**src/rtl/mb_scan_pkg.sv**
```systemverilog
// Shared types and constants for the block scanner.
package mb_scan_pkg;
  typedef enum logic [1:0] {S_IDLE, S_RUN, S_DONE} state_t;
  typedef logic [15:0] coord_t;
  localparam int MB_SIZE     = 16;
  localparam int BLK_DEFAULT = 4;
endpackage

```
**src/rtl/mb_zscan_map.sv**
```systemverilog
// Maps a 4x4 block index inside a 16x16 macroblock to its pixel offsets in H.264 z-scan order.
module mb_zscan_map
  import mb_scan_pkg::*;
(
  input  logic [3:0] blk_idx,
  output coord_t     row_off,
  output coord_t     col_off
);
  assign row_off = {11'd0, blk_idx[3], blk_idx[1], 2'b00};
  assign col_off = {11'd0, blk_idx[2], blk_idx[0], 2'b00};
endmodule

```
**src/rtl/mb_scanner.sv**
```systemverilog
// Frame block-coordinate generator with valid/ready handshake; raster order by default,
// H.264 z-scan order inside 16x16 macroblocks when MB_SCANNER_ZSCAN_EN is defined.
module mb_scanner
  import mb_scan_pkg::*;
#(
  parameter int WIDTH  = 1280,
  parameter int LENGTH = 720,
  parameter int BLK    = BLK_DEFAULT
) (
  input  logic        clk,
  input  logic        reset,
  input  logic        enable,
  input  logic        start,
  input  logic        ready,
  output logic        valid,
  output logic [31:0] mbnumber,
  output logic        last,
  output logic        busy,
  output logic        done
);
  localparam coord_t COL_LAST = coord_t'(WIDTH - BLK);
  localparam coord_t ROW_LAST = coord_t'(LENGTH - BLK);

  state_t state_q, state_d;
  coord_t row_q, row_d, col_q, col_d;
  logic   valid_q, valid_d, last_q, last_d, busy_q, busy_d, done_q, done_d;
  logic   xfer;

`ifdef MB_SCANNER_ZSCAN_EN
  localparam coord_t MB_STEP     = coord_t'(MB_SIZE);
  localparam coord_t MB_COL_LAST = coord_t'(WIDTH - MB_SIZE);

  coord_t     mb_row_q, mb_row_d, mb_col_q, mb_col_d, row_off, col_off;
  logic [3:0] blk_q, blk_d, blk_nxt;

  // Offsets are looked up for the block that follows the current one.
  assign blk_nxt = blk_q + 4'd1;
  mb_zscan_map u_map (
    .blk_idx (blk_nxt),
    .row_off (row_off),
    .col_off (col_off)
  );
`else
  localparam coord_t STEP = coord_t'(BLK);
`endif

  assign xfer = enable & valid_q & ready;

  always_comb begin
    state_d = state_q;
    row_d   = row_q;
    col_d   = col_q;
    valid_d = valid_q;
    busy_d  = busy_q;
    done_d  = 1'b0;
`ifdef MB_SCANNER_ZSCAN_EN
    mb_row_d = mb_row_q;
    mb_col_d = mb_col_q;
    blk_d    = blk_q;
`endif
    case (state_q)
      S_IDLE: begin
        if (start && enable) begin
          state_d = S_RUN;
          valid_d = 1'b1;
          busy_d  = 1'b1;
          row_d   = '0;
          col_d   = '0;
`ifdef MB_SCANNER_ZSCAN_EN
          mb_row_d = '0;
          mb_col_d = '0;
          blk_d    = '0;
`endif
        end
      end
      S_RUN: begin
        if (xfer) begin
          if (last_q) begin
            state_d = S_DONE;
            valid_d = 1'b0;
            done_d  = 1'b1;
          end else begin
`ifdef MB_SCANNER_ZSCAN_EN
            blk_d = blk_nxt;
            if (blk_q == 4'hf) begin
              if (mb_col_q == MB_COL_LAST) begin
                mb_col_d = '0;
                mb_row_d = mb_row_q + MB_STEP;
              end else begin
                mb_col_d = mb_col_q + MB_STEP;
              end
            end
            row_d = mb_row_d + row_off;
            col_d = mb_col_d + col_off;
`else
            if (col_q == COL_LAST) begin
              col_d = '0;
              row_d = row_q + STEP;
            end else begin
              col_d = col_q + STEP;
            end
`endif
          end
        end
      end
      S_DONE: begin
        state_d = S_IDLE;
        busy_d  = 1'b0;
      end
      default: state_d = S_IDLE;
    endcase
    // last is registered alongside the coordinate it describes.
    last_d = valid_d && (row_d == ROW_LAST) && (col_d == COL_LAST);
  end

  always_ff @(posedge clk) begin
    if (reset) begin
      state_q <= S_IDLE;
      row_q   <= '0;
      col_q   <= '0;
      valid_q <= 1'b0;
      last_q  <= 1'b0;
      busy_q  <= 1'b0;
      done_q  <= 1'b0;
`ifdef MB_SCANNER_ZSCAN_EN
      mb_row_q <= '0;
      mb_col_q <= '0;
      blk_q    <= '0;
`endif
    end else begin
      state_q <= state_d;
      row_q   <= row_d;
      col_q   <= col_d;
      valid_q <= valid_d;
      last_q  <= last_d;
      busy_q  <= busy_d;
      done_q  <= done_d;
`ifdef MB_SCANNER_ZSCAN_EN
      mb_row_q <= mb_row_d;
      mb_col_q <= mb_col_d;
      blk_q    <= blk_d;
`endif
    end
  end

  assign valid    = valid_q & enable;
  assign mbnumber = {row_q, col_q};
  assign last     = last_q;
  assign busy     = busy_q;
  assign done     = done_q;
endmodule

```
**config.mk**
```make
export PLATFORM = sky130hd
export DESIGN_NAME = mb_scanner
export DESIGN_NICKNAME = d
export VERILOG_FILES = /design/src/rtl/mb_scan_pkg.sv /design/src/rtl/mb_zscan_map.sv /design/src/rtl/mb_scanner.sv
export SDC_FILE = /design/constraint.sdc
export NUM_CORES = 1
export LEC_CHECK = 0
export ABC_AREA = 1
export CORE_ASPECT_RATIO = 0.9
export CORE_MARGIN = 2
export CORE_UTILIZATION = 40
export CTS_CLUSTER_DIAMETER = 80
export DETAILED_ROUTE_END_ITERATION = 8
export PLACE_DENSITY = 0.74
export SYNTH_ARGS = -nofsm -noshare
export SYNTH_HDL_FRONTEND = slang
export SYNTH_SLANG_ARGS = --single-unit
export TNS_END_PERCENT = 30
```
**constraint.sdc**
```tcl
create_clock -name clk -period 3.38 [get_ports clk]
set_clock_uncertainty 0.2 [all_clocks]
set_input_delay 0.676 -clock clk [delete_from_list [all_inputs] [get_ports clk]]
set_output_delay 0.676 -clock clk [all_outputs]
set_load 0.005 [all_outputs]
```
==> results of run 1 <==
[layout by cell type (no fill, tap or decap)]
master / instances
a31oi_1: 1
nand2_2: 2
nand2_1: 116
nand4_2: 1
inv_1: 59
nand3_2: 2
nor2_1: 66
a21oi_1: 11
clkdlybuf4s50_1: 40
bufinv_16: 1
o21bai_1: 2
nor3_4: 1
nor3_1: 6
o21a_1: 1
clkbuf_8: 5
nand4_1: 8
o21ai_0: 20
nand3b_1: 1
clkbuf_1: 2
nand3_4: 1
nor2_4: 3
nor3b_1: 1
xor2_1: 2
buf_4: 3
nand3_1: 41
a21oi_2: 3
clkinv_1: 1
ha_1: 2
and2_1: 1
nor2_2: 5
inv_2: 3
o21ai_1: 3
dfxtp_1: 38
[cell families after synthesis]
group / synth area share [%]
buffers and inverters: 11.3
xor gates and xnor gates: 0.719
adders and majority gates: 1.03
AOI/OAI and AO/OA: 9.24
DFF: 31.2
and+or+nand+nor: 46.5
[sequential cells by signal, summed over array words and instances, names as in the netlist]
| register | cells |
|---|---|
| busy | 1 |
| col_q | 16 |
| done | 1 |
| last | 1 |
| row_q | 16 |
| state_q | 2 |
| valid_q | 1 |
[worst max path at each step]
stage	to	slack, ns	cells past startpoint
6_report	valid	0.67	4
5_1_grt	last$_SDFF_PP0_	0.53	15
4_1_cts	valid	0.67	4
3_5_place_dp	last$_SDFF_PP0_	0.42	15
3_3_place_gp	last$_SDFF_PP0_	0.49	15
2_1_floorplan	last$_SDFF_PP0_	1.31	15
[metal layers]
metal | share of wire (%) | track usage [%] | up-vias
li1 | - | - | 1368
met5 | 0 | 0 | -
met2 | 43 | 32.8 | 87
met3 | 6.2 | 3.79 | 9
met1 | 49 | 28.8 | 1220
met4 | 1.8 | 7.34 | 0
[worst max-delay path, stage by stage]
cell and delay, ns:
clkdlybuf4s50_1 0.52, nand2_1 0.06, inv_1 0.08, clkdlybuf4s50_1 0.50
[cell type report]
class                      count  share of cell area (%)
multi-input combinational    300                    46.5
sequential                    38                    25.2
timing repair buffer          43                    14.0
inverter                      63                    7.84
tap                           70                    2.90
clock buffer                   7                    2.53
clock inverter                 1                   0.996
[report_power, final]
| part | switching (mW) | total [mW] | internal [mW] |
|---|---|---|---|
| sequential | 0.00310 | 0.454 | 0.451 |
| clock | 0.164 | 0.385 | 0.221 |
| combinational | 0.0501 | 0.0708 | 0.0208 |
| total | 0.217 | 0.910 | 0.692 |
==> impl.org, run 1 <==
** Run status
- Run status :: finished, final reports clean

** Pwr
- Power Total :: slightly above 900 µW
- Power density relative to cell area :: 302 nW/µm²
- Total leakage power :: 1.26 nW
- The worst-case IR drop observed on VDD is roughly 0.2 mV.

** Detailed routing
- Remaining antenna violation count after routing :: 0
- The pre-antenna-repair detailed-routing pass consisted of 5 iterations.
- Iter 0 DRT Violations :: ~260
- Total via count in the routed design :: 2684
- Dividing the detail-routed wire length by the instance count gives roughly 13 µm.
- The routed design has roughly 6.6 mm of wire.
- DRC :: 0
- In the routed layout, each cell is associated on average with a via count of a little over 5.

** Worst setup path
- STA classifies the critical path startpoint as an input pin.
- Capturing point of the worst reg2reg path :: last$_SDFF_PP0_
- The worst setup path is of the in -> out kind.
- Depth of the worst register-to-register path :: 11
- Across all register-to-register paths, the minimum setup slack is between 1 and 1.5 ns.
- Critical path launch point :: enable
- Data arrives at the worst endpoint at about 1.8 ns.
- Required arrival time at the worst endpoint :: 2.50 ns
- In this run the worst path has a maximum fanout of 3.
- Worst reg2reg path startpoint :: col_q[3]$_SDFF_PP0_
- Crit path capture type :: output port

** Placement
- Pre-CTS WS :: ~0.42 ns
- Counting tap cells, the placed design contains a total of between 500 and 600 instances.
- Port buffering added 40 buffers.
- Summing all placed instances gives a cell area of 2910 µm².
- Detailed placement finished with a half-perimeter wire length of a little over 5 mm.
- RePlAce Congestion :: 0.877

** Cells and area
- Storage cell area :: between 700 and 800 µm²
- Counting the fill cells in the layout gives ~600.
- Once layout is done, the placed cells without fillers occupy 3020 µm².
- The repair_antennas step left the layout with diodes totalling 0.
- The finished layout holds about 520 standard cells, fillers aside.
- Compared with the post-synthesis result, the final layout area differs by 23.7%.
- Layout cells sized above 1 :: approximately 6.6%
- Core utilization of the finished layout :: 52.1%
- Multi-input gate area in the final layout :: 1400 µm²
- Final nets :: 458

** Floorplanning
- From bottom edge to top edge, the die measures between 70 and 80 µm.
- The floorplan step set the die width to about 86 µm.
- Placeable Area :: approximately 5800 µm²
- After floorplanning, the core was divided into 26 placement rows.
- Initial standard-cell utilization of the core :: 42.1%
- Die Footprint :: 6730 µm²
- 41 I/O pins were placed.

** Synthesis
- Synth cell count leaders :: nand2_1 (116), nor2_1 (66), inv_1 (59)
- Counting flops with an async set or reset pin after synthesis yields a share of 0%.
- Biggest area consumer among synthesized cells :: dfxtp_1
- Number of flops mapped to enable cells by yosys :: 0
- The mapped netlist covers between 2000 and 2500 µm².
- In the synthesized netlist, the number of instances is 409.
- Sequential fraction of the synthesis area :: around 31%
- Most instantiated flip-flop cell in the synthesis netlist :: dfxtp_1
- Mapped Avg Cell Area :: 5.96 µm²
- Yosys mapped the design onto 32 distinct sky130hd cell types.
- nand2_1 is the most common cell in the netlist.
- Counting flops and latches in the post-synthesis netlist gives 38.
- Summed over its instances, the top area cell type makes up approximately 31% of the synthesized netlist area.
- Count of warnings emitted by yosys :: 0
- Net count after synthesis :: 416
- Top cells by area in the synthesized netlist :: dfxtp_1 (31%), nand2_1 (18%), nor2_1 (10%)

** CTS
- The H-tree was split into 2 levels.
- Clock tree synthesis found a total of 38 sinks.
- Root Buffer :: clkbuf_8
- The later pin in the worst-skew pair is clocked with a latency of 0.29 ns.
- Num CTS Buffers :: 5
- Post-CTS timing repair inserted 0 buffers for setup.
- CTS Buffer Depth :: 2
- Post-CTS clock slew at the launch and capture registers of the worst setup and hold paths :: approximately 0.07 ns
- Post_cts resized :: 0
- Hold-fix buffers, CTS :: 0
- TritonCTS built the clock tree.

** Hold path
- The worst hold path begins at row_q[0]$_SDFF_PP0_.
- Worst Hold Path Cells :: 2
- End of the worst hold path :: row_q[0]$_SDFF_PP0_
- The tightest min-delay check is of the reg -> reg type.

** Timing
- Unrepaired setup endpoints after global routing :: false
- Across all setup checks in the final design, the least slack found is about 0.67 ns.
- Setup tns final :: 0 ns
- Slew headroom :: about 73%
- Number of failing setup endpoints in the final timing report :: 0
- The count of endpoints failing hold in the final timing report came to 0.
- Highest achievable clock rate :: between 300 and 400 MHz
- Fraction of the cycle the final worst path needs :: about four fifths
- Subtracting the final worst setup slack from the clock period gives between 2 and 3 ns.
- The count of pins over their slew limit is 0.
- At the pin with the least slew margin, the transition time is slightly above 0.4 ns.
- Across all hold checks on the routed design, the worst slack comes to about 0.26 ns.

** GRT
- Global-route wire length before repair :: 11.4 mm
- The initial antenna violation count came to 0.
- Vias in the first global route :: 2503
- Largest net degree at the start of global routing :: 32
- Aggregate global routing overflow :: 0
- All-Layer GR Usage :: a little over a fifth

** Flow run
- Across the run, the number of max-cap violations was 0.
Note: power is estimated with default switching activity, not from simulation.
==> run 2: changes to the inputs <==
Clock period 3.38 ns to 2.7 ns, I/O delays scaled along.
==> impl.org, run 2 (synthesized netlist as in run 1, its figures left out) <==
** Floorplanning
- Initial standard-cell utilization of the core :: 42.1%
- Total I/O pin count :: 41
- In this run the standard cell core region covers approximately 5800 µm².
- Die Footprint :: between 6000 and 7000 µm²
- Width of the chip :: between 80 and 90 µm
- Vertical die dimension :: about 80 µm
- After floorplanning, the core was divided into 26 placement rows.

** Pwr
- After layout, the design draws a total of 1.07 mW.
- Total leakage power :: 1.29 nW
- For this design the ratio of total power to cell area is around 350 nW/µm².
- Largest vdd supply drop :: 0.255 mV

** Run status
- Run status :: finished, final reports clean

** Hold path
- In this run the most critical hold path is launched from row_q[0]$_SDFF_PP0_.
- Class of the tightest hold or removal check :: reg -> reg
- For hold timing, the worst endpoint is row_q[0]$_SDFF_PP0_.
- Worst Hold Path Cells :: 2

** Detailed routing
- In the final routed layout, each cell accounts on average for approximately 13 µm.
- Total via count in the routed design :: between 2000 and 3000
- Iter 0 DRT Violations :: between 200 and 250
- Post-detailed-route via-to-cell ratio :: 5.19
- DRC :: 0
- Summed over all layers, the routed wires come to between 6 and 7 mm.
- The count of nets left with antenna violations once routing finished came out at 0.
- The pre-antenna-repair detailed-routing pass consisted of 5 iterations.

** Worst setup path
- Setup slack on the worst reg-to-reg path comes out at approximately 0.26 ns.
- Critical Path Start Type :: input pin
- The setup path with the least slack is of type in -> reg.
- The most critical setup path has its startpoint at enable.
- The worst setup path is captured at a register.
- Depth of the worst register-to-register path :: 12
- In this run the critical register-to-register path is launched from col_q[3]$_SDFF_PP0_.
- Required arrival time at the worst endpoint :: roughly 2.7 ns
- Data arrives at the worst endpoint at ~2.5 ns.
- Along the worst path, the maximum fanout reaches 5.
- Capturing point of the worst reg2reg path :: last$_SDFF_PP0_

** Timing
- For the final routed database, the setup TNS stands at 0 ns.
- Slew headroom :: 74.7%
- Highest achievable clock rate :: 405 MHz
- For the pin with the worst max-slew slack, the measured transition is 0.376 ns.
- After layout, the minimum clock period comes to between 2 and 2.5 ns.
- Number of failing setup endpoints in the final timing report :: 0
- In the post-route analysis, the smallest setup slack over all paths is approximately 0.23 ns.
- The count of pins over their slew limit came to 0.
- Unrepaired setup endpoints after global routing :: false
- In the finished design, the share of the clock period the worst path needs comes to roughly nine tenths.
- The count of endpoints failing hold in the final timing report is 0.

** GRT
- Number of antenna violations at the first check in global routing :: 0
- The total overflow left after global routing is 0.
- Largest net degree at the start of global routing :: 32
- Global-route wire length before repair :: approximately 12 mm
- Vias in the first global route :: approximately 2500
- Across every metal layer, demand over resource in global routing totals between 20% and 30%.

** Cells and area
- Summing all flip-flop and latch instances after layout gives between 700 and 800 µm².
- At the end of the flow the core is filled with cells to a little over half.
- The multi-input combinational cells in the finished layout cover a total of approximately 1400 µm².
- After routing the design area is ~3000 µm².
- The library cells used most frequently in the layout, excluding fill and tap cells, are nand2_1 (116), nor2_1 (66), inv_1 (59), nand3_1 (41), clkdlybuf4s50_1 (40).
- Filler cells :: ~600
- Cells with a size suffix above 1 make up roughly 8.3% of the layout.
- Layout overhead on the synthesized area :: 25.2%
- Most frequent standard cell in the layout excluding fill and tap cells :: nand2_1
- Largest regs :: col_q (16), row_q (16), state_q (2)
- Diodes inserted :: 0
- After the last flow step, the layout net total stands at ~470.

** CTS
- # H-tree levels :: 2
- The longest clock path from root to sink contains 2 buffers.
- The clock reaches the later pin of the worst-skew pair after 0.30 ns.
- Post_cts resized :: 0
- Root Buffer :: clkbuf_8
- Hold-fix buffers, CTS :: 0
- TritonCTS built the clock tree.
- Counting every sink on the clock net gives 38.
- Num CTS Buffers :: 5
- Post-CTS clock slew at the launch and capture registers of the worst setup and hold paths :: 0.08 ns
- Buffers inserted during post-CTS setup optimization :: 0

** Placement
- The wire-length estimate of the detail-placed layout is between 5 and 6 mm.
- Pre-CTS WS :: -0.0352 ns
- Port buffering added 40 buffers.
- Summing all placed instances gives a cell area of 2970 µm².
- The congestion estimate from routability-driven global placement came to 0.961.

** Flow run
- Max-cap violations in this run came to 0.
run 2: changes by cell type in the layout (fill, tap and decap cells not counted):
| cell | previous run | this run |
|---|---|---|
| clkbuf_8 | 5 | 6 |
| buf_4 | 3 | 11 |
| clkbuf_1 | 2 | 0 |
| bufinv_16 | 1 | 0 |
run 2: critical path: stages:
cell and delay [ns]:
clkdlybuf4s50_1 0.52, nand2_1 0.06, inv_1 0.07, nand2_1 0.10, nor2_2 0.17, inv_1 0.13
a21oi_2 0.29, nand3_1 0.11, o21ai_0 0.12, nor2_1 0.07, nand2_1 0.08, nor2_1 0.05
nand3_1 0.10, nor2_1 0.06
run 2: report_power, final:
part / switching (mW) / leakage [nW] / internal [mW] / total [mW]
clock: 0.208 / 0.0431 / 0.197 / 0.406
combinational: 0.0645 / 0.941 / 0.0334 / 0.0979
sequential: 0.00398 / 0.307 / 0.564 / 0.568
run 2: per-stage QoR:
stage                     hold WS, ns  instances
after floorplan                 0.245        409
after global placement          0.248        522
after detailed placement        0.242        522
after CTS                       0.255        528
after global routing            0.278        528
final                           0.252        528
run 2: final cells by class:
| cell class | count | share of cell area (%) |
|---|---|---|
| timing repair buffer | 51 | 15.8 |
| sequential | 38 | 24.9 |
| inverter | 63 | 7.75 |
| multi-input combinational | 300 | 45.9 |
| clock buffer | 6 | 2.71 |
| tap | 70 | 2.87 |
run 2: how the worst max path moves through the flow:
| stage | end | slack [ns] | cells after the start |
|---|---|---|---|
| 2_1_floorplan | last$_SDFF_PP0_ | 0.75 | 13 |
| 3_3_place_gp | last$_SDFF_PP0_ | -0.01 | 14 |
| 3_5_place_dp | last$_SDFF_PP0_ | -0.04 | 14 |
| 4_1_cts | valid | 0.26 | 4 |
| 5_1_grt | last$_SDFF_PP0_ | 0.06 | 16 |
| 6_report | last$_SDFF_PP0_ | 0.23 | 14 |
run 2: layer usage:
| layer | GRT usage [%] | up-vias | wire [µm] |
|---|---|---|---|
| li1 | - | 1381 | - |
| met2 | 32.6 | 99 | 3050 |
| met1 | 30.1 | 1242 | 3190 |
| met3 | 5.68 | 18 | 479 |
| met4 | 8.28 | 0 | 159 |
| met5 | 0 | - | 0 |
